### src/rtl/ps2_pkg.sv
// Shared types and constants for the PS/2 keyboard front end.
package ps2_pkg;

    // Deframer states
    typedef enum logic [2:0] {
        StWaitIdle,
        StIdle,
        StData,
        StParity,
        StStop
    } ps2_state_e;

    // Prefix bytes
    localparam logic [7:0] SC_E0 = 8'hE0;
    localparam logic [7:0] SC_F0 = 8'hF0;

    // Mapped scan codes, plain set
    localparam logic [7:0] SC_W     = 8'h1D;
    localparam logic [7:0] SC_A     = 8'h1C;
    localparam logic [7:0] SC_S     = 8'h1B;
    localparam logic [7:0] SC_D     = 8'h23;
    localparam logic [7:0] SC_SPACE = 8'h29;
    localparam logic [7:0] SC_ENTER = 8'h5A;

    // Mapped scan codes, E0-extended set
    localparam logic [7:0] SC_UP    = 8'h75;
    localparam logic [7:0] SC_LEFT  = 8'h6B;
    localparam logic [7:0] SC_DOWN  = 8'h72;
    localparam logic [7:0] SC_RIGHT = 8'h74;

    // Bit positions in the held-key vector
    localparam int unsigned ACT_UP    = 0;
    localparam int unsigned ACT_LEFT  = 1;
    localparam int unsigned ACT_DOWN  = 2;
    localparam int unsigned ACT_RIGHT = 3;
    localparam int unsigned ACT_SPACE = 4;
    localparam int unsigned ACT_ENTER = 5;
    localparam int unsigned NUM_ACT   = 6;

    typedef struct packed {
        logic [7:0] code;
        logic       brk;
        logic       ext;
    } ps2_evt_t;

    // One-hot mask of the action driven by a code; zero for unmapped codes.
    function automatic logic [NUM_ACT-1:0] act_mask(input logic [7:0] code, input logic ext);
        logic [NUM_ACT-1:0] m;
        m = '0;
        if (!ext) begin
            case (code)
                SC_W:     m[ACT_UP]    = 1'b1;
                SC_A:     m[ACT_LEFT]  = 1'b1;
                SC_S:     m[ACT_DOWN]  = 1'b1;
                SC_D:     m[ACT_RIGHT] = 1'b1;
                SC_SPACE: m[ACT_SPACE] = 1'b1;
                SC_ENTER: m[ACT_ENTER] = 1'b1;
                default:  m = '0;
            endcase
        end else begin
            // Keypad Enter (E0 5A) intentionally falls to default
            case (code)
                SC_UP:    m[ACT_UP]    = 1'b1;
                SC_LEFT:  m[ACT_LEFT]  = 1'b1;
                SC_DOWN:  m[ACT_DOWN]  = 1'b1;
                SC_RIGHT: m[ACT_RIGHT] = 1'b1;
                default:  m = '0;
            endcase
        end
        return m;
    endfunction

endpackage

### src/rtl/ps2_key_controller_if.sv
// Event stream from the keyboard front end to its consumer (valid/ready).
interface ps2_key_controller_if;
    logic       evt_valid;
    logic [7:0] evt_code;
    logic       evt_break;
    logic       evt_ext;
    logic       evt_ready;

    modport master (
        output evt_valid,
        output evt_code,
        output evt_break,
        output evt_ext,
        input  evt_ready
    );

    modport slave (
        input  evt_valid,
        input  evt_code,
        input  evt_break,
        input  evt_ext,
        output evt_ready
    );
endinterface

### src/rtl/ps2_event_fifo.sv
// First-word fall-through FIFO with wrap-bit pointers.
module ps2_event_fifo
    import ps2_pkg::*;
#(
    parameter int unsigned DEPTH = 8,
    parameter type T = ps2_evt_t
) (
    input  logic i_clk,
    input  logic i_reset,
    input  logic i_push,
    input  T     i_data,
    output logic o_full,
    input  logic i_pop,
    output T     o_data,
    output logic o_empty
);
    localparam int unsigned AW = $clog2(DEPTH);

    T           r_mem [DEPTH];
    logic [AW:0] r_wr_ptr;
    logic [AW:0] r_rd_ptr;
    logic        w_do_push;
    logic        w_do_pop;

    assign o_empty   = (r_wr_ptr == r_rd_ptr);
    assign o_full    = (r_wr_ptr[AW] != r_rd_ptr[AW]) &&
                       (r_wr_ptr[AW-1:0] == r_rd_ptr[AW-1:0]);
    assign w_do_pop  = i_pop && !o_empty;
    // A pop frees the slot a simultaneous push needs when full
    assign w_do_push = i_push && (!o_full || w_do_pop);
    assign o_data    = r_mem[r_rd_ptr[AW-1:0]];

    // Pointer update
    always_ff @(posedge i_clk) begin
        if (i_reset) begin
            r_wr_ptr <= '0;
            r_rd_ptr <= '0;
        end else begin
            if (w_do_push) r_wr_ptr <= r_wr_ptr + (AW+1)'(1);
            if (w_do_pop)  r_rd_ptr <= r_rd_ptr + (AW+1)'(1);
        end
    end

    // Storage write
    always_ff @(posedge i_clk) begin
        if (w_do_push) r_mem[r_wr_ptr[AW-1:0]] <= i_data;
    end

endmodule

### src/rtl/ps2_key_controller.sv
// PS/2 keyboard front end: synchroniser, frame deframer, prefix decode, held-key map
// and event FIFO.
module ps2_key_controller
    import ps2_pkg::*;
#(
    parameter int unsigned TIMEOUT_CYCLES = 50000,
    parameter int unsigned FIFO_DEPTH     = 8,
    parameter int unsigned SYNC_STAGES    = 2
) (
    input  logic                 i_clk,
    input  logic                 i_reset,
    input  logic                 i_ps2_clk,
    input  logic                 i_ps2_data,
    output logic [NUM_ACT-1:0]   o_acoes,
    ps2_key_controller_if.master evt_if,
    output logic                 o_frame_err,
    output logic                 o_overflow,
    input  logic                 i_clr_overflow
);
    localparam int unsigned    CW      = $clog2(TIMEOUT_CYCLES + 1);
    localparam logic [CW-1:0]  TO_LAST = CW'(TIMEOUT_CYCLES - 1);

    logic [SYNC_STAGES-1:0] r_clk_sync;
    logic [SYNC_STAGES-1:0] r_data_sync;
    logic                   r_clk_prev;
    logic                   w_clk_s;
    logic                   w_data_s;
    logic                   w_fall;

    ps2_state_e    r_state;
    ps2_state_e    w_state_d;
    logic [2:0]    r_bit_cnt;
    logic [2:0]    w_bit_cnt_d;
    logic [7:0]    r_shift;
    logic [7:0]    w_shift_d;
    logic          r_par;
    logic          w_par_d;
    logic [CW-1:0] r_cnt;
    logic [CW-1:0] w_cnt_d;
    logic          w_good_d;
    logic          w_err_d;

    logic          r_good;
    logic [7:0]    r_byte;
    logic          r_frame_err;
    logic          r_ext;
    logic          r_brk;
    logic [NUM_ACT-1:0] r_acoes;
    logic          r_overflow;

    logic          w_emit;
    logic [NUM_ACT-1:0] w_mask;
    ps2_evt_t      w_evt;
    ps2_evt_t      w_head;
    logic          w_full;
    logic          w_empty;
    logic          w_drop;

    assign w_clk_s  = r_clk_sync[SYNC_STAGES-1];
    assign w_data_s = r_data_sync[SYNC_STAGES-1];
    assign w_fall   = r_clk_prev && !w_clk_s;

    // Synchronisers; reset to the idle-high line level so reset creates no fall
    always_ff @(posedge i_clk) begin
        if (i_reset) begin
            r_clk_sync  <= '1;
            r_data_sync <= '1;
            r_clk_prev  <= 1'b1;
        end else begin
            r_clk_sync  <= SYNC_STAGES'({r_clk_sync, i_ps2_clk});
            r_data_sync <= SYNC_STAGES'({r_data_sync, i_ps2_data});
            r_clk_prev  <= w_clk_s;
        end
    end

    // Deframer state registers
    always_ff @(posedge i_clk) begin
        if (i_reset) begin
            r_state     <= StWaitIdle;
            r_bit_cnt   <= '0;
            r_shift     <= '0;
            r_par       <= 1'b0;
            r_cnt       <= '0;
            r_good      <= 1'b0;
            r_byte      <= '0;
            r_frame_err <= 1'b0;
        end else begin
            r_state     <= w_state_d;
            r_bit_cnt   <= w_bit_cnt_d;
            r_shift     <= w_shift_d;
            r_par       <= w_par_d;
            r_cnt       <= w_cnt_d;
            r_good      <= w_good_d;
            r_frame_err <= w_err_d;
            if (w_good_d) r_byte <= r_shift;
        end
    end

    // Deframer next state, idle/timeout counter and frame verdict
    always_comb begin
        w_state_d   = r_state;
        w_bit_cnt_d = r_bit_cnt;
        w_shift_d   = r_shift;
        w_par_d     = r_par;
        w_good_d    = 1'b0;
        w_err_d     = 1'b0;
        w_cnt_d     = (r_cnt == TO_LAST) ? r_cnt : r_cnt + CW'(1);
        if (w_fall) w_cnt_d = '0;

        unique case (r_state)
            StWaitIdle: begin
                // Count consecutive high cycles; a low line restarts the count
                if (!w_clk_s) begin
                    w_cnt_d = '0;
                end else if (r_cnt == TO_LAST) begin
                    w_state_d = StIdle;
                end
            end
            StIdle: begin
                if (w_fall && !w_data_s) begin
                    w_state_d   = StData;
                    w_bit_cnt_d = '0;
                end
            end
            StData: begin
                if (w_fall) begin
                    w_shift_d   = {w_data_s, r_shift[7:1]};
                    w_bit_cnt_d = r_bit_cnt + 3'd1;
                    if (r_bit_cnt == 3'd7) w_state_d = StParity;
                end else if (r_cnt == TO_LAST) begin
                    w_state_d = StIdle;
                    w_err_d   = 1'b1;
                end
            end
            StParity: begin
                if (w_fall) begin
                    w_par_d   = w_data_s;
                    w_state_d = StStop;
                end else if (r_cnt == TO_LAST) begin
                    w_state_d = StIdle;
                    w_err_d   = 1'b1;
                end
            end
            StStop: begin
                if (w_fall) begin
                    w_state_d = StIdle;
                    if (w_data_s && (^{r_shift, r_par})) w_good_d = 1'b1;
                    else                                  w_err_d  = 1'b1;
                end else if (r_cnt == TO_LAST) begin
                    w_state_d = StIdle;
                    w_err_d   = 1'b1;
                end
            end
            default: w_state_d = StWaitIdle;
        endcase
    end

    assign w_emit = r_good && (r_byte != SC_E0) && (r_byte != SC_F0);
    assign w_mask = act_mask(r_byte, r_ext);
    assign w_evt  = '{code: r_byte, brk: r_brk, ext: r_ext};
    // Full implies non-empty, so only a ready consumer can make room this cycle
    assign w_drop = w_emit && w_full && !evt_if.evt_ready;

    // Prefix flags and held-key vector, updated one cycle after the stop bit
    always_ff @(posedge i_clk) begin
        if (i_reset) begin
            r_ext   <= 1'b0;
            r_brk   <= 1'b0;
            r_acoes <= '0;
        end else if (w_err_d) begin
            r_ext <= 1'b0;
            r_brk <= 1'b0;
        end else if (r_good) begin
            if (r_byte == SC_E0) begin
                r_ext <= 1'b1;
            end else if (r_byte == SC_F0) begin
                r_brk <= 1'b1;
            end else begin
                r_ext   <= 1'b0;
                r_brk   <= 1'b0;
                r_acoes <= r_brk ? (r_acoes & ~w_mask) : (r_acoes | w_mask);
            end
        end
    end

    // Sticky overflow; a drop in the same cycle beats the clear
    always_ff @(posedge i_clk) begin
        if (i_reset)             r_overflow <= 1'b0;
        else if (w_drop)         r_overflow <= 1'b1;
        else if (i_clr_overflow) r_overflow <= 1'b0;
    end

    ps2_event_fifo #(
        .DEPTH (FIFO_DEPTH),
        .T     (ps2_evt_t)
    ) u_fifo (
        .i_clk   (i_clk),
        .i_reset (i_reset),
        .i_push  (w_emit),
        .i_data  (w_evt),
        .o_full  (w_full),
        .i_pop   (evt_if.evt_ready),
        .o_data  (w_head),
        .o_empty (w_empty)
    );

    assign evt_if.evt_valid = !w_empty;
    assign evt_if.evt_code  = w_empty ? 8'h00 : w_head.code;
    assign evt_if.evt_break = !w_empty && w_head.brk;
    assign evt_if.evt_ext   = !w_empty && w_head.ext;

    assign o_acoes     = r_acoes;
    assign o_frame_err = r_frame_err;
    assign o_overflow  = r_overflow;

endmodule

### src/flat_wrapper.sv
// flat-port wrapper written by rule: the top's interface ports become plain ports
module ps2_key_controller_flat import ps2_pkg::*;
#(
    parameter int unsigned TIMEOUT_CYCLES = 50000,
    parameter int unsigned FIFO_DEPTH     = 8,
    parameter int unsigned SYNC_STAGES    = 2
)
  (i_clk, i_reset, i_ps2_clk, i_ps2_data, o_acoes, o_frame_err, o_overflow, i_clr_overflow, evt_if_evt_valid, evt_if_evt_code, evt_if_evt_break, evt_if_evt_ext, evt_if_evt_ready);
  ps2_key_controller_if evt_if_i ();
  input  logic i_clk;
  input  logic i_reset;
  input  logic i_ps2_clk;
  input  logic i_ps2_data;
  output logic [NUM_ACT-1:0] o_acoes;
  output logic o_frame_err;
  output logic o_overflow;
  input  logic i_clr_overflow;
  output wire logic [$bits(evt_if_i.evt_valid)-1:0] evt_if_evt_valid;
  output wire logic [$bits(evt_if_i.evt_code)-1:0] evt_if_evt_code;
  output wire logic [$bits(evt_if_i.evt_break)-1:0] evt_if_evt_break;
  output wire logic [$bits(evt_if_i.evt_ext)-1:0] evt_if_evt_ext;
  input wire logic [$bits(evt_if_i.evt_ready)-1:0] evt_if_evt_ready;
  assign evt_if_evt_valid = evt_if_i.evt_valid;
  assign evt_if_evt_code = evt_if_i.evt_code;
  assign evt_if_evt_break = evt_if_i.evt_break;
  assign evt_if_evt_ext = evt_if_i.evt_ext;
  assign evt_if_i.evt_ready = evt_if_evt_ready;
  ps2_key_controller #(.TIMEOUT_CYCLES(TIMEOUT_CYCLES), .FIFO_DEPTH(FIFO_DEPTH), .SYNC_STAGES(SYNC_STAGES)) u_core (.i_clk(i_clk), .i_reset(i_reset), .i_ps2_clk(i_ps2_clk), .i_ps2_data(i_ps2_data), .o_acoes(o_acoes), .evt_if(evt_if_i), .o_frame_err(o_frame_err), .o_overflow(o_overflow), .i_clr_overflow(i_clr_overflow));
endmodule
### config.mk
export PLATFORM = sky130hd
export DESIGN_NAME = ps2_key_controller_flat
export DESIGN_NICKNAME = d
export VERILOG_FILES = /design/src/rtl/ps2_pkg.sv /design/src/rtl/ps2_key_controller_if.sv /design/src/rtl/ps2_event_fifo.sv /design/src/rtl/ps2_key_controller.sv /design/src/flat_wrapper.sv
export SDC_FILE = /design/constraint.sdc
export NUM_CORES = 1
export LEC_CHECK = 0
export ABC_AREA = 0
export BUFFER_PORTS_ARGS = -buffer_cell sky130_fd_sc_hd__buf_2
export CAP_MARGIN = 15
export CORE_ASPECT_RATIO = 1.25
export CORE_MARGIN = 2
export CORE_UTILIZATION = 35
export DETAILED_ROUTE_END_ITERATION = 8
export PLACE_DENSITY = 0.52
export SYNTH_ARGS = -nofsm -noshare
export SYNTH_HDL_FRONTEND = slang
export SYNTH_HIERARCHICAL = 1
export SYNTH_SLANG_ARGS = --single-unit
### constraint.sdc
create_clock -name i_clk -period 3.55 [get_ports i_clk]
set_input_delay 0.355 -clock i_clk [delete_from_list [all_inputs] [get_ports i_clk]]
set_output_delay 0.355 -clock i_clk [all_outputs]
set_load 0.1 [all_outputs]
=== Yosys cells after proc, flatten, opt, wreduce, memory -nomap -nowiden ===
Memories as Yosys holds them, arrays and structs flattened. A register that Yosys moved wholly into a read port is not among the register bits.
Index checks and enable logic that the tools add are counted.

* Register bits: 63
* Memory bits (writable): 80
* Input port bits: 6
* Output and inout port bits: 19
* Memories kept: 1

* $add $sub $neg: 4
* Equal/unequal tests: 28
* Multiplexer cells: 45
* Bitwise operators: 6
* Reductions and logical operators: 31

{| class="wikitable"
|+ Memories
! memory !! words !! width !! rd ports !! clocked after Yosys merged registers in !! write ports !! RTL line !! source
|-
| u_core.u_fifo.r_mem || 8 || 10 || 1 || 1 || 1 || ps2_event_fifo.sv:19 || <nowiki>T r_mem [DEPTH];</nowiki>
|}

{| class="wikitable"
|+ Operators with widths
! cell !! count
|-
| $mux W16 || 4
|-
| $eq A8 B7 Y1 const B || 5
|-
| $mux W3 || 11
|-
| $eq A8 B5 Y1 const B || 3
|-
| $mux W1 || 24
|-
| $add A16 B1 Y16 const B || 1
|-
| $eq A16 B16 Y1 const B || 1
|-
| $eq A8 B6 Y1 const B || 2
|-
| $eq A8 B8 Y1 const B || 2
|-
| $ne A8 B8 Y1 const B || 2
|-
| $pmux W3 S5 || 1
|-
| $logic_and A1 B1 Y1 || 12
|-
| $mux W6 || 2
|-
| $reduce_xor A9 Y1 || 1
|-
| $add A4 B1 Y4 const B || 2
|-
| $mux W8 || 1
|-
| $ne A2 B1 Y1 const B || 4
|-
| $reduce_and A2 Y1 || 4
|-
| $and A6 B6 Y6 || 1
|-
| $eq A3 B2 Y1 const B || 2
|-
| $eq A3 B3 Y1 const B || 2
|-
| $not A6 Y6 || 1
|-
| $or A6 B6 Y6 || 1
|-
| $pmux W3 S2 || 1
|-
| other kinds (15) || 24
|}

=== Logic depth before layout (Yosys ltp) ===
Gate-level depths: netlist of run 1.

* Depth after elaboration: 7
* Mapped depth: 7

=== Cells and area by module ===
The synthesis of run 1 kept the hierarchy.

{| class="wikitable"
|+ By module, submodules not included
! module !! times used !! cells each !! area each (µm²)
|-
| ps2_event_fifo || 1 || 186 || 3602.2
|-
| ps2_key_controller || 1 || 316 || 2788.9
|}

=== Worst setup path after synthesis of run 1 ===
No wires, ideal clock.

* Path kind: reg2out
* Start point: register with a tool-made name
* End point: output evt_if_evt_break
* Arrival time: 2.363 ns
* Required time: 3.195 ns
* Slack: 0.832 ns
* Cell stages (with the launch flop): 5
* Cell sequence: dfxtp_1 -> clkbuf_1 -> mux4_2 -> mux2_2 -> nor2b_1

{| class="wikitable"
|+ RTL lines
! item !! RTL line !! source
|-
| to (decl) || flat_wrapper.sv:20 || <nowiki>output wire logic [$bits(evt_if_i.evt_break)-1:0] evt_if_evt_break;</nowiki>
|}

==> results of run 1 <==
==> synth_stat cells, types with 3 or more instances <==
master / number / area (µm²)
nor4b_1: 3 / 26.28
nor2_1: 42 / 157.7
edfxtp_1: 80 / 2402
a21oi_1: 18 / 90.09
buf_2: 3 / 15.01
nor2b_1: 17 / 106.4
nor4bb_1: 4 / 40.04
mux2_2: 12 / 135.1
ha_1: 5 / 62.56
xor2_1: 12 / 105.1
o211ai_1: 5 / 37.54
mux2i_1: 19 / 190.2
nand3_1: 22 / 110.1
nor3b_1: 3 / 22.52
nor4_1: 5 / 31.28
nand2_1: 25 / 93.84
inv_1: 8 / 30.03
nand2b_1: 27 / 168.9
and3_1: 5 / 31.28
dfxtp_1: 66 / 1321
o21ai_0: 9 / 45.04
nand4_1: 4 / 25.02
clkbuf_1: 14 / 52.55
buf_4: 4 / 30.03
or2_2: 6 / 37.54
xnor2_1: 13 / 113.9
mux4_2: 20 / 450.4
nor3_1: 10 / 50.05
==> path summary, 6_finish.rpt <==
kind                            cells after the start  slack (ns)                                  end
worst max register to register                      4        0.91  u_core/u_fifo/r_mem[6][8]$_DFFE_PP_
worst max-delay path                                5        0.76                   evt_if_evt_code[3]
worst min register to register                      1        0.41      u_core/r_clk_sync[1]$_SDFF_PP1_
worst min-delay path                                2        0.13     u_core/r_data_sync[0]$_SDFF_PP1_
==> area by class of cell <==
| cell class | count | share of cell area [%] |
|---|---|---|
| repair buffers | 35 | 2.757 |
| clock buffers | 23 | 6.809 |
| well taps | 228 | 3.881 |
| multi-input cells | 324 | 34.38 |
| inverters | 9 | 0.4596 |
| clock inverters | 9 | 1.055 |
| flip-flops and latches | 146 | 50.66 |
==> metal layers <==
| layer | global-route usage, % | up-vias |
|---|---|---|
| met1 | 16.93 | 1910 |
| met3 | 3.851 | 11 |
| li1 | - | 1904 |
| met5 | 0 | - |
| met2 | 23.99 | 55 |
| met4 | 4.868 | 0 |
==> sequential cells by signal, indices dropped and copies added, names as in the netlist, 2 cells and up, named ones only <==
signal / count
u_core/u_fifo/r_mem: 80
u_core/r_cnt: 16
u_core/r_byte: 8
u_core/r_shift: 8
u_core/u_fifo/r_rd_ptr: 4
u_core/u_fifo/r_wr_ptr: 4
u_core/r_bit_cnt: 3
u_core/r_state: 3
u_core/r_clk_sync: 2
u_core/r_data_sync: 2
==> power by group <==
group | switching [µW] | total [µW] | internal [µW]
sequential | 5.16 | 1770 | 1770
combinational | 22.6 | 36.7 | 14.1
clock | 655 | 1720 | 1060
total | 683 | 3530 | 2840
==> critical path, stage by stage, from the launching register on <==
cell,delay (ns)
dfxtp_1,0.30
buf_4,0.36
mux4_2,0.56
mux2_2,0.30
nor2b_1,0.14
buf_2,0.33
==> logic make-up (layout without fill, tap and decap cells) <==
kind of cell	Yosys count	after routing
simple gates	194	194
xor+xnor	27	27
mux	52	52
fa+ha+maj	5	5
buf+inv	32	76
compound gates	46	46
flops	146	146
==> per-stage QoR <==
stage | setup WS (ns) | utilization [%] | total power (µW) | hold WS, ns | area [µm²]
global placement | 1.088 | 37.56 | 1846 | 0.3978 | 6773
global route | 0.5978 | 40.77 | 3651 | 0.1046 | 7351
finish | 0.7616 | 40.77 | 3528 | 0.1260 | 7351
detailed placement | 0.8940 | 37.56 | 1848 | 0.3946 | 6773
CTS | 0.6702 | 40.77 | 3569 | 0.1075 | 7351
floorplan | 0.8322 | - | 1837 | 0.3895 | 6391
==> run summary, run 1 <==
The run finished with clean final reports. Summed over all cells, the static leakage comes to 0.002601 µW. The first detailed-routing pass took 5 iterations.

In this run the count of I/O pins placed on the die edge is 25. At the pin with the least slew margin, the transition time is 1.103 ns. In this run the clock root is driven by a clkbuf_16. Buffers added to address setup during post-CTS repair amount to 0. The most used flip-flop cell after synthesis is edfxtp_1. After detailed routing, the average wire length per cell comes to 16.68 µm. The aggregate global routing overflow was 0; the floorplan die area was 0.01936 mm². Count of port buffers added during placement: 24.

The final clock period utilization by the worst path works out to 78.55%. The total area of sequential cells came out at 0.003724 mm². The post-synthesis compound-gate area fraction came out at 4.679%. The maximum ir drop on the vdd rail was 0.3175 mV; the routed metal-1 wire length was 5631 µm.

The worst setup path is captured at an output port. The floorplan step defined a core boundary enclosing 0.01803 mm². The run gives 0 as the total of max-cap violations. The arithmetic-cell share of the synthesized area counting full adders, half adders and majority gates came out at 0.9789%. The synthesized-area fraction occupied by and/or/nand/nor cells was 17.13%; the number of buffers added to fix hold violations after cts was 0. The number of synthesized flops with an enable pin was 80. The startpoint identified for the worst register-to-register timing path is u_core/r_byte[0]$_SDFFE_PP0P_. Most common cell after layout, fill and taps aside: edfxtp_1.

Synthesis produced a netlist with a net count of 513. For the wire length on met3, the log shows 421 µm. The tools report the startpoint of the tightest hold check path as i_ps2_data. After synthesis, the largest family of logic cells by area is simple AND/OR/NAND/NOR gates.

STA puts the critical path data required time at 3.19 ns. The minimum clock period after layout is 2.788 ns, and the sequential share of the synthesized area is 58.26%. In this run the worst hold path is classified as primary input to register. The via count of the first global-routing pass is 3,950, and the vias per cell is 5.013. The tools report the fill cell instance count of the final layout as 1,735. After detailed placement, the design holds a cell count of 742.

The critical path is of the register to output port type. For the initial core utilization, the log shows 35.45%. The cell row count is 55.

Clock latency on the worst-skew pair, taken at its later pin, is 0.41 ns. In the layout the commonest cells are 80 x edfxtp_1, 66 x dfxtp_1, 42 x nor2_1, 27 x nand2b_1, 25 x nand2_1. The net count of the finished layout is 544. The yosys synthesis warning count came out at 6. The detailed-route DRC error count is 0, and the total global routing track utilization is 13.95%. The repair_antennas step left the layout with diodes totalling 0. For the total met2 wirelength after detailed routing, the log shows 6696 µm.

The synthesized netlist contains 61 unique library cells. For the area of the multi-input gates, the log shows 0.002527 mm². Summing the areas of all xor and xnor instances in the mapped netlist gives 4.170% of the synthesized area.

The number of antenna violations at the first check in global routing is 0, and the fmax is 358.6 MHz. For the total length of routed wires, the log shows 12,910 µm. Setup violations remaining at the end of the flow were counted as 0.

In the synthesized netlist, mux cells make up 12.49% of the area. The critical path launch point type was a register. A synthesized cell averages 12.73 µm².

The mapped netlist covers 0.006391 mm². Summing over every cut layer, the via total after detailed routing is 3,880. Setup repair after global routing left no endpoint under its margin. After detailed routing, no signal wire sits above met4. The first global-routing pass estimated 20,960 µm of wire.

For the final-report max-slew violation count, the log shows 0. Count of placed standard cells in the final layout, fillers left out: 774. The die is 124.9 µm wide.

Headroom to the max-slew limit came out at 26.29%. Entering global routing, the biggest net connects 63 pins. STA puts the critical path data arrival time at 2.43 ns. The number of sinks on the clock net came out at 146. Number of nets still failing antenna checks after routing: 0. After technology mapping, the gate count stands at 502. The number of clock buffers added by TritonCTS is 17. In this run the vertical extent of the chip is 155.1 µm.

For the maximum root-to-sink buffer count, the log shows 2. TritonCTS built the clock tree. The number of DRC markers in iteration 0 came out at 226. The final HPWL from detailed placement was 8465 µm; the clock transition at the registers of the reported paths was 0.06 ns. The ratio of cells with drive above 1 in the final layout was 21.25%; the signed area change from the synthesized netlist to the final layout was 15.02%.

The run gives 0 as the number of gates resized after CTS. The post-synthesis register bit count is 146. The run gives 4 as the count of H-tree levels built during CTS. The share of synthesized flip-flops with an asynchronous set or reset is 0%, and the placer congestion estimate is 0.7764. Dividing total power by cell area gives a power density of 479.9 mW/mm². For the final database, setup skew stands at 0.007586 ns. The logs give 0 for the final hold violation count and 0 ns for the post-route setup TNS. The maximum net fanout on the critical path works out to 20.
(Power assumes the default switching activity.)
==> inputs of run 2 (changes only) <==
Clock period 3.55 ns to 2.7 ns, I/O delays scaled along.
==> run 2 against run 1 <==
Against the previous run:
- register-to-register slack worse by 0.49 ns
- critical endpoint is now evt_if_evt_code[0]
- power up 38%
- combinational power up 35%
- final cell count up 1.0%
- critical path depth unchanged
- utilization up 0.76 points
- die area unchanged
- count of clock-buffer cells in the layout down 6
- clock skew up 0.0020 ns
- worst hold slack worse by 0.099 ns
==> run summary, run 2 (synthesis gave the netlist of run 1 again) <==
The number of gates resized after CTS is 0 (unchanged). The tightest min-delay check is of the primary input to register type. The worst setup path is launched from a register. The final clock period utilization by the worst path was 93.46%. The initial core utilization was 35.45% (unchanged); the maximum ir drop on the vdd rail was 0.3777 mV (+19%). The clock transition at the registers of the reported paths came out at 0.06 ns (about the same). The worst setup path is captured at an output port. The maximum root-to-sink buffer count was 2 (unchanged); the fmax was 396.3 MHz. The tools report the headroom to the max-slew limit as 53.35% (+27 points). The power density over the cells came out at 651.7 mW/mm² (+36%). The run gives 0.43 ns (+0.02 ns) as the insertion delay to the later sink of the worst-skew pair. The tools report the floorplan die area as 0.01936 mm² (unchanged). The number of nets still failing antenna checks after routing is 0 (unchanged), and the maximum net fanout on the critical path is 20 (unchanged). The via count of the first global-routing pass is 4,019 (+1.7%).

The run gives 0 (unchanged) as the post-CTS repair timing setup buffer count. The number of DRC markers in iteration 0 is 278 (+23%). In this run the most critical hold path is launched from i_ps2_clk.

The die span in y is 155.1 µm (unchanged), and the post-route setup TNS is 0 ns (unchanged). The flow ran to the end, and the final reports show no timing, DRC or antenna violations. Number of detailed-route iterations in the first pass: 6 (+1). In this run the critical register-to-register path is launched from u_core/r_byte[0]$_SDFFE_PP0P_.

The cell depth of the worst flop-to-flop path is 4 (unchanged), and the total leakage power is 0.002666 µW (+2.5%). Setup repair after global routing left no endpoint under its margin. The vias per cell is 5.041 (+0.56%), and the I/O pin count is 25 (unchanged). The final HPWL from detailed placement was 8732 µm (+3.2%).

The largest net degree at the start of global routing is 41 (-35%), and the instance count along the most critical hold path is 2 (unchanged). The total global routing track utilization is 14.18% (+0.22 points). The required time of the critical path is 2.43 ns (-0.76 ns). The detailed-route DRC error count came out at 0 (unchanged). The final number of setup-violating endpoints is 0 (unchanged). The ratio of cells with drive above 1 in the final layout works out to 23.10% (+1.9 points).

The logs give 0 (unchanged) for the number of buffers added to fix hold violations after cts and 4 (unchanged) for the count of H-tree levels built during CTS. Subtracting the final worst setup slack from the clock period gives 2.523 ns. The TritonCTS buffer count is 17 (unchanged), and the cell row count is 55 (unchanged). For the maximum clock skew at final layout, the log shows 0.009593 ns (+0.002006 ns). The horizontal die dimension came out at 124.9 µm (unchanged). The tree is rooted in a clkbuf_16. Compared with the post-synthesis result, the final layout area differs by 17.17%. For the final hold violation count, the log shows 0 (unchanged).

The setup path with the least slack is of type register to output port. The actual slew at the worst max-slew pin was 0.6933 ns (-0.4101 ns). The tools report the total via count after detailed routing as 3,942 (+1.6%).

The core footprint was 0.01803 mm² (unchanged). TritonCTS built the clock tree. In the layout the commonest cells are 80 x edfxtp_1, 66 x dfxtp_1, 42 x nor2_1, 27 x nand2b_1, 25 x nand2_1. The fill cell instance count of the final layout was 1,715 (-1.2%). For the number of diodes added for antenna fixing, the log shows 0 (unchanged). The number of sinks on the clock net is 146 (unchanged), and the placed instance area is 0.006858 mm² (+1.3%). The count of port buffers added during placement came out at 24 (unchanged). Worst path arrival time: 2.25 ns (-0.18 ns). The run gives 1 (+1) as the number of antenna violations at the first check in global routing. The most common cell after layout, fill and taps aside is edfxtp_1. The average routed wire per standard cell was 16.65 µm (-0.13%). The tools report the total of max-cap violations as 0 (unchanged).

The final-report max-slew violation count is 0 (unchanged), and the flip-flop count of the largest register, all copies and words added is 80 (unchanged). The aggregate global routing overflow is 0 (unchanged), and the first-pass GRT wire length is 21,130 µm (+0.82%). The total length of routed wires is 13,020 µm (+0.91%). The logs give 552 (+1.5%) for the layout net count and 0.02652 ns (-0.09946 ns) for the worst hold slack after final layout. The placer congestion estimate was 0.7991 (+2.9%); the cell area after layout was 0.007488 mm² (+1.9%).
run 2: changes by cell type in the layout (fill, tap and decap cells not counted), sizes merged:
cell	delta
buf	+8
clkinvlp	+1
clkinv	-1
inv	+3
bufinv	+3
clkbuf	-6
run 2: path summary, 6_finish.rpt:
| path | to | slack (ns) |
|---|---|---|
| max reg2reg | register | 0.42 |
| min reg2reg | u_core/r_data_sync[1]$_SDFF_PP1_ | 0.41 |
| min | u_core/r_clk_sync[0]$_SDFF_PP1_ | 0.03 |
| max | evt_if_evt_code[0] | 0.18 |
run 2: critical path: stages (launching register included):
cell     delay [ns]
dfxtp_1        0.35
buf_12         0.22
mux4_2         0.53
mux2_2         0.30
nor2b_1        0.13
buf_2          0.29
run 2: power breakdown:
part	leakage, µW	switching, µW	internal [µW]
logic	0.000977	29.5	20.2
clock network	0.000302	943	1560
registers	0.00139	6.70	2330
run 2: per-layer routing:
layer  track usage (%)  part of all wire [%]  up-vias  wire length, µm
met3             3.886                   2.9       19              378
met2             25.40                    52       58             6782
li1                  -                     -     1926                -
met1             15.83                    43     1937             5555
met4             6.190                   2.2        2              292
met5                 0                  0.12        -               15
run 2: layout make-up:
class                           count  area [µm²]  share of cell area [%]
Clock buffer                       17       425.4                   5.681
Timing Repair Buffer               43       287.8                   3.843
Clock inverter                     15       205.2                   2.740
Multi-Input combinational cell    324        2527                   33.75
Sequential cell                   146        3724                   49.72
Tap cell                          228       285.3                   3.810
Inverter                            9       33.78                  0.4511
run 2: through the flow:
step / instances / total power, µW / util, % / worst slack [ns]
after floorplan: 502 / 2415 / - / 0.02701
after global placement: 750 / 2431 / 38.04 / 0.5328
after detailed placement: 750 / 2431 / 38.04 / 0.4601
after CTS: 782 / 4941 / 41.53 / 0.1137
after global routing: 782 / 5045 / 41.53 / 0.07717
final: 782 / 4880 / 41.53 / 0.1766
==> inputs of run 3 (changes only) <==
==> constraint.sdc (replaced) <==
create_clock -name i_clk -period 2.7 [get_ports i_clk]
set_input_delay 0.54 -clock i_clk [delete_from_list [all_inputs] [get_ports i_clk]]
set_output_delay 0.54 -clock i_clk [all_outputs]
set_load 0.1 [all_outputs]
==> run 3 against run 2 <==
Against the previous run:
- critical path depth stayed put
- clock power is 5% lower
- non-clock buffer count is 4 higher
- first-iteration DRC count is 35% lower
- critical path type unchanged
- critical endpoint is now evt_if_evt_code[2]
==> run summary, run 3 (synthesis gave the netlist of run 1 again) <==
The tools report the worst hold slack after final layout as 0.2899 ns (+0.2634 ns). The tools report the maximum clock skew at final layout as 0.01499 ns (+0.005395 ns). The power density over the cells is 619.5 mW/mm² (-4.9%), and the maximum ir drop on the vdd rail is 0.3697 mV (-2.1%). For the final HPWL from detailed placement, the log shows 8885 µm (+1.8%). Setup repair after global routing could not meet its margin everywhere. The required time of the critical path is 2.16 ns (-0.27 ns), and the core footprint is 0.01803 mm² (unchanged).

For the total leakage power, the log shows 0.002697 µW (+1.2%). The number of nets still failing antenna checks after routing is 0 (unchanged), and the cell depth of the worst flop-to-flop path is 4 (unchanged). The first-pass GRT wire length is 21,670 µm (+2.6%). The flow ran to the end, and the final reports show no timing, DRC or antenna violations.

The flip-flop count of the largest register, all copies and words added was 80 (unchanged); the number of sinks on the clock net was 146 (unchanged). Maximum root-to-sink buffer count: 2 (unchanged). The die span in y is 155.1 µm (unchanged). The worst setup path is launched from a register. The run gives 25 (unchanged) as the I/O pin count. The tools report the total of max-cap violations as 0 (unchanged). For the final number of setup-violating endpoints, the log shows 0 (unchanged). Total global routing track utilization: 14.45% (+0.28 points). The vias per cell came out at 5.038 (about the same). The actual slew at the worst max-slew pin was 0.6939 ns (+0.0006442 ns); the number of detailed-route iterations in the first pass was 4 (-2).

The horizontal die dimension is 124.9 µm (unchanged). The count of port buffers added during placement was 24 (unchanged). The run gives 180 (-35%) as the number of DRC markers in iteration 0. Cell row count: 55 (unchanged). TritonCTS built the clock tree. The layout net count is 556 (+0.72%). The run gives 35.45% (unchanged) as the initial core utilization. By startpoint and endpoint, the worst setup path is classified as register to output port.

The largest net degree at the start of global routing came out at 28 (-32%). The TritonCTS buffer count is 17 (unchanged), and the setup slack on the worst flop-to-flop path is 0.58 ns (+0.16 ns). The run gives 0 (unchanged) as the post-CTS repair timing setup buffer count. Critical path endpoint category: an output port. Average routed wire per standard cell: 16.83 µm (+1.1%). The total length of routed wires is 13,230 µm (+1.6%).

The fmax was 376.6 MHz (-5.0%); the count of H-tree levels built during CTS was 4 (unchanged). The ratio of cells with drive above 1 in the final layout came out at 25.81% (+2.7 points). Classification of the worst-slack hold path: primary input to register.

Final clock period utilization by the worst path: 98.34% (+4.9 points). The floorplan die area was 0.01936 mm² (unchanged). The minimum clock period after layout came out at 2.655 ns (+0.1318 ns). Detailed-route DRC error count: 0 (unchanged). The signed area change from the synthesized netlist to the final layout is 20.16%. Endpoint of the most critical setup path: evt_if_evt_code[2].

For the final hold violation count, the log shows 0 (unchanged). For the placer congestion estimate, the log shows 0.7415 (-7.2%). The number of buffers added to fix hold violations after cts came out at 0 (unchanged).

The run gives 1 (unchanged) as the number of antenna violations at the first check in global routing. The tools report the via count of the first global-routing pass as 4,128 (+2.7%). The most common cell after layout, fill and taps aside was edfxtp_1. The final-report max-slew violation count is 0 (unchanged).

The run gives 3,960 (+0.46%) as the total via count after detailed routing. Insertion delay to the later sink of the worst-skew pair: 0.43 ns (about the same). The worst path arrival time was 2.12 ns (-0.13 ns); the utilization after layout was 42.60% (+1.1 points).

Clock tree synthesis selected as its root buffer the cell clkbuf_16. The maximum net fanout on the critical path came out at 10 (-50%). The startpoint of the worst-slack reg-to-reg timing path is u_core/r_byte[6]$_SDFFE_PP0P_. The logs give 0 (unchanged) for the number of diodes added for antenna fixing and 53.31% (about the same) for the headroom to the max-slew limit.

The run gives 1,704 (-0.64%) as the fill cell instance count of the final layout. The clock transition at the registers of the reported paths works out to 0.06 ns (about the same). The run gives 0 (unchanged) as the aggregate global routing overflow.

Leaving out fill and tap cells, the most frequent cells in the layout are 80 x edfxtp_1, 65 x dfxtp_1, 42 x nor2_1, 27 x nand2b_1, 25 x nand2_1.
## run 3: cell types whose count changed in the layout (fill, tap and decap cells not counted), sizes merged
cell,previous run,this run
bufinv,4,2
clkinv,5,2
buf,43,47
clkbuf,17,19
clkinvlp,2,5
## run 3: how the worst min path moves through the flow
stage,startpoint,endpoint,slack [ns],cells after the start
final,i_ps2_data,u_core/r_data_sync[0]$_SDFF_PP1_,0.29,2
after global routing,i_ps2_data,u_core/r_data_sync[0]$_SDFF_PP1_,0.28,2
after CTS,i_ps2_data,u_core/r_data_sync[0]$_SDFF_PP1_,0.28,2
after detailed placement,u_core/r_data_sync[0]$_SDFF_PP1_,u_core/r_data_sync[1]$_SDFF_PP1_,0.40,1
after global placement,u_core/r_data_sync[0]$_SDFF_PP1_,u_core/r_data_sync[1]$_SDFF_PP1_,0.39,1
after floorplan,u_core/r_clk_sync[0]$_SDFF_PP1_,u_core/r_clk_sync[1]$_SDFF_PP1_,0.39,1
## run 3: power by group
part / switching (µW) / internal (µW)
Combinational: 29.5 / 21.0
Clock: 954 / 1420
Sequential: 6.74 / 2320
## run 3: layout make-up
| type | instances | area [µm²] | share of cell area [%] |
|---|---|---|---|
| Clock buffer | 19 | 452.9 | 5.898 |
| Clock inverter | 13 | 150.1 | 1.955 |
| Inverter | 9 | 33.78 | 0.4399 |
| Multi-Input combinational cell | 324 | 2572 | 33.50 |
| Sequential cell | 146 | 3727 | 48.53 |
| Tap cell | 228 | 285.3 | 3.715 |
| Timing Repair Buffer | 47 | 457.9 | 5.963 |
## run 3: repair_timing
| item | in CTS | in global routing |
|---|---|---|
| cloned | 1 | 0 |
| endpoints found under the setup margin | 10 | 8 |
| resized for setup | 23 | 21 |
## run 3: worst max-delay path, stage by stage (launching register included)
cell and delay [ns]:
dfxtp_4 0.40, buf_12 0.16, mux4_2 0.49, mux2_2 0.28
nor2b_2 0.17, buf_12 0.17
## run 3: per-stage QoR
stage	worst slack [ns]	TNS, ns	area (µm²)	std cells	total power [µW]
final	0.04482	0	7680	786	4758
after global routing	-0.01183	-0.02501	7680	786	4907
after CTS	0.009141	0	7590	786	4811
after detailed placement	0.3341	0	6893	753	2432
after global placement	0.3588	0	6893	753	2431
after floorplan	0.02701	0	6416	502	2415
## run 3: per-layer routing
| layer | vias to the layer above | wire length (µm) | global-route usage [%] |
|---|---|---|---|
| met1 | 1942 | 5517 | 16.48 |
| met4 | 2 | 186 | 6.190 |
| met2 | 61 | 7111 | 26.15 |
| li1 | 1936 | - | - |
| met5 | - | 15 | 0 |
| met3 | 19 | 402 | 3.164 |
